==> src/rtl/rr_arb8_idx.sv <==
`default_nettype none
// ============================================================================
// Module   : rr_arb8_idx
// Purpose  : 8-way round-robin arbiter with a registered binary grant index,
//            a done/withdraw release handshake and a hold timeout.
//            Optional grant lock via macro RR_ARB8_LOCK_EN.
// Revision : 1.0  initial release
// ============================================================================
module rr_arb8_idx #(
  parameter int TIMEOUT = 16,
  parameter int CW      = 8
) (
  input  logic       clk,
  input  logic       rst_n,
  input  logic [7:0] req,
  input  logic       done,
`ifdef RR_ARB8_LOCK_EN
  input  logic       lock,
`endif
  output logic [2:0] gnt_idx,
  output logic       gnt_vld,
  output logic       tmo
);

  localparam logic [0:0] c_idle  = 1'b0;
  localparam logic [0:0] c_grant = 1'b1;
  localparam int         c_tmo_last = (TIMEOUT == 0) ? 0 : TIMEOUT - 1;

  logic [0:0]    r_state;
  logic [2:0]    r_ptr;
  logic [CW-1:0] r_cnt;

  logic          w_lock;
  logic          w_cur_req;
  logic          w_tmo_hit;
  logic          w_tmo_rel;
  logic          w_release;
  logic          w_tmo_evt;
  logic          w_hold_sat;
  logic [3:0]    w_idle_pick;
  logic [3:0]    w_next_pick;

  // Returns {found, index} of the first set bit scanning start, start+1, ... mod 8.
  function automatic logic [3:0] f_pick(input logic [7:0] mask, input logic [2:0] start);
    logic [3:0] res;
    logic [2:0] k;
    res = 4'b0;
    for (int i = 7; i >= 0; i--) begin
      k = start + 3'(i);
      if (mask[k]) res = {1'b1, k};
    end
    return res;
  endfunction

`ifdef RR_ARB8_LOCK_EN
  assign w_lock = lock;
`else
  assign w_lock = 1'b0;
`endif

  assign w_cur_req   = req[gnt_idx];
  assign w_tmo_hit   = (TIMEOUT != 0) && (r_cnt == CW'(c_tmo_last));
  assign w_tmo_rel   = w_tmo_hit && !w_lock;
  assign w_release   = done || !w_cur_req || w_tmo_rel;
  // tmo only flags a release that nothing of higher priority explains
  assign w_tmo_evt   = !done && w_cur_req && w_tmo_rel;
  assign w_hold_sat  = w_lock && w_tmo_hit;
  assign w_idle_pick = f_pick(req, r_ptr);
  assign w_next_pick = f_pick(req & ~(8'b1 << gnt_idx), gnt_idx + 3'd1);

  always_ff @(posedge clk) begin
    if (!rst_n) begin
      r_state <= c_idle;
      r_ptr   <= 3'd0;
      r_cnt   <= '0;
      gnt_idx <= 3'd0;
      gnt_vld <= 1'b0;
      tmo     <= 1'b0;
    end else begin
      tmo <= 1'b0;
      case (r_state)
        c_idle: begin
          if (w_idle_pick[3]) begin
            gnt_idx <= w_idle_pick[2:0];
            gnt_vld <= 1'b1;
            r_cnt   <= '0;
            r_state <= c_grant;
          end else begin
            gnt_vld <= 1'b0;
          end
        end
        default: begin
          if (w_release) begin
            r_ptr <= gnt_idx + 3'd1;
            tmo   <= w_tmo_evt;
            // Hand over in the same edge when someone else is waiting.
            if (w_next_pick[3]) begin
              gnt_idx <= w_next_pick[2:0];
              r_cnt   <= '0;
            end else begin
              gnt_vld <= 1'b0;
              r_state <= c_idle;
            end
          end else if (!w_hold_sat) begin
            r_cnt <= r_cnt + 1'b1;
          end
        end
      endcase
    end
  end

endmodule
`default_nettype wire

==> config.mk <==
export PLATFORM = sky130hd
export DESIGN_NAME = rr_arb8_idx
export DESIGN_NICKNAME = d
export VERILOG_FILES = /design/src/rtl/rr_arb8_idx.sv
export SDC_FILE = /design/constraint.sdc
export NUM_CORES = 1
export LEC_CHECK = 0
export BUFFER_PORTS_ARGS = -buffer_cell sky130_fd_sc_hd__buf_4
export CAP_MARGIN = 0
export CORE_ASPECT_RATIO = 0.9
export CORE_MARGIN = 4
export CORE_UTILIZATION = 50
export DETAILED_ROUTE_END_ITERATION = 7
export GPL_TIMING_DRIVEN = 1
export MAX_ROUTING_LAYER = met4
export PLACE_DENSITY = 0.67
export SETUP_SLACK_MARGIN = 0.5
export SLEW_MARGIN = 5
export SYNTH_ARGS = -nofsm -noshare
export SYNTH_HDL_FRONTEND = slang
export SYNTH_SLANG_ARGS = --single-unit
==> constraint.sdc <==
create_clock -name clk -period 7.65 [get_ports clk]
set_clock_uncertainty 0.15 [all_clocks]
set_input_delay 0.3825 -clock clk [delete_from_list [all_inputs] [get_ports clk]]
set_output_delay 0.3825 -clock clk [all_outputs]
set_load 0.005 [all_outputs]
==> metrics.yaml <==
gp_congestion: 0.954
grt_max_degree: 35
postLayoutCellArea_um2: 2930
drt_iter0_drc: 259
cp-start-kind: "flip-flop"
rsz0062_at_grt: "no"
fmax_mhz: 231
path_max_fanout: 15
powerDensity_nw_per_um2: 376
final_nets: 360
post-route-min-period_ns: 4.32
core_area_um2: 5320
cts.sinks: 17
first_pass_iters: 5
clkTransAtPathRegs_ns: 0.07
p_total_mw: 1.10
dp_hpwl_um: 5390
slew_viol_final: 0
ff2ff_setup_slack_ns: 3.33
synth-seq-area-share: 0.122
clock_latency_ns: 0.25
synth_top_area_frac: 0.129
h-tree-depth: 1
yosysMostFrequentCell: "nor2_1"
cts_buffers: 3
syn_area_per_cell_um2: 8.17
hold_violations: 0
start_util: 0.525
synth_cells: 342
cts_tree: "built"
first_global_vias: 2488
ant_nets: 0
yosys_warnings: 0
timing_worst_setup_path_type: "flip-flop to flip-flop"
synth.distinct_cells: 65
vias_per_cell: 6.86
syn_nets: 363
routedWlPerCell_um: 18.6
synth_top_area_cell: "mux4_2"
drive_gt1_frac: 0.169
die_w_um: 86.8
fin_crit_sh: 0.565
setup_viol: 0
port_buffers: 15
slew_headroom: 0.336
synthFlopType: "dfxtp_1"
worstPathArrival_ns: 4.37
cts.repair.resized: 0
ys_ff_latch: 17
grtUsageTotal: 0.233
rows: 25
die_area_um2: 6850
die_y_um: 78.9
grt_pass1_wl_um: 12700
clockBufferDepth: 2
synth_common_cells: "nor2_1, mux2i_1, nand2_1, dfxtp_1, inv_1"
gr-total-overflow: 0
cts-root-buf: "clkbuf_8"
ios: 16
synth_edf_count: 0
dpl_cell_area_um2: 2890
drc: 0
tightest_slew_ns: 0.992
status: "completed"
power_leakage_nw: 1.06
dr_total_vias: 2777
peakVddDrop_v: 0.000191
fin_tns_setup_ns: 0
wl_um: 7520
antenna_found_initial: 0
ys_top_cells_by_area: "mux4_2, dfxtp_1, mux2i_1"
dp_slack_ns: 3.43
finalWorstSetupSlack_ns: 3.33
postCtsSetupBuffers: 0
antenna_cells: 0
min_path_type: "input pin to flip-flop"
endpoint_kind: "flip-flop"
synth_async_sr_flop_share: 0
syn2layout_area_growth_pct: 5.02
max-cap-violations: 0
synth_area_um2: 2790
critPathRequiredTime_ns: 7.70
hold_buffers: 0
==> power by group <==
| part | total [mW] | internal (mW) | switching (mW) | leakage, nW |
|---|---|---|---|---|
| Sequential | 0.134 | 0.100 | 0.0341 | 0.139 |
| Combinational | 0.901 | 0.378 | 0.522 | 0.898 |
| Clock | 0.0673 | 0.0362 | 0.0312 | 0.0255 |
==> layout make-up <==
cell class / count / area, um^2
timing repair buffer: 17 / 128
tap: 67 / 83.8
clock buffer: 3 / 41.3
clock inverter: 1 / 5.00
sequential: 17 / 340
inverter: 19 / 71.3
fill: 525 / 2380
multi-input combinational: 281 / 2260
==> registers in the layout (all words and copies together) (netlist names) <==
signal	flops
tmo	1
gnt_idx	3
r_cnt	8
r_ptr	3
gnt_vld	1
r_state	1
==> final timing paths <==
kind / endpoint / depth (start not counted) / start
setup / recovery: gnt_idx[2] / 9 / r_ptr[0]
hold / removal: gnt_idx[0] / 2 / rst_n
setup reg to reg: gnt_idx[2] / 9 / r_ptr[0]
hold reg to reg: gnt_vld / 2 / gnt_vld
==> worst max-delay path, cell delays in order (launching register included) <==
cell,delay (ns)
dfxtp_1,0.74
inv_1,0.31
ha_1,0.75
mux4_2,0.46
or4_1,0.55
o21ai_2,0.49
a211oi_1,0.16
and3_1,0.22
a221oi_2,0.26
o211a_1,0.18
==> layout by cell type, fill, tap and decap left out, types with 3 or more instances in the layout <==
| cell type | netlist | final |
|---|---|---|
| xnor2_1 | 12 | 12 |
| mux4_2 | 16 | 16 |
| and3_1 | 3 | 3 |
| o21a_1 | 5 | 5 |
| nand3_1 | 7 | 7 |
| mux2_2 | 10 | 10 |
| a211oi_1 | 9 | 9 |
| nor4_1 | 4 | 4 |
| nand2b_1 | 7 | 7 |
| dfxtp_1 | 17 | 17 |
| mux2i_1 | 25 | 25 |
| o2111ai_1 | 3 | 3 |
| xor2_1 | 3 | 3 |
| a21o_1 | 5 | 5 |
| a22oi_1 | 4 | 4 |
| clkbuf_8 | 0 | 3 |
| o211ai_1 | 10 | 10 |
| nor3_1 | 5 | 5 |
| buf_4 | 2 | 17 |
| a21oi_1 | 14 | 14 |
| a31oi_1 | 12 | 12 |
| nand2_1 | 22 | 22 |
| nand4_1 | 5 | 5 |
| ha_1 | 10 | 10 |
| nor2_1 | 30 | 30 |
| o21ai_0 | 10 | 10 |
| o31ai_1 | 4 | 4 |
| inv_1 | 17 | 17 |
==> logic make-up after synthesis <==
logic type / Yosys count / synth area share
multiplexers: 51 / 0.259
AND/OR/NAND/NOR: 98 / 0.173
XOR/XNOR: 15 / 0.0470
AO/OA/AOI/OAI: 107 / 0.286
flip-flops: 17 / 0.122
buffers and inverters: 44 / 0.0676
adder cells (fa/ha/maj): 10 / 0.0448
==> stage by stage <==
step	cells	hold WS (ns)	util
after floorplan	342	0.302	-
after global placement	401	0.304	0.543
after detailed placement	401	0.319	0.543
after CTS	405	0.251	0.552
after global routing	405	0.254	0.552
final	405	0.259	0.552
==> per-layer routing <==
layer / share of wire / global-route usage
met1: 0.48 / 0.356
met2: 0.43 / 0.331
met3: 0.081 / 0.0332
met4: 0.0069 / 0.0358
met5: 0 / -
No activity file was read; power rests on OpenSTA's default activity.
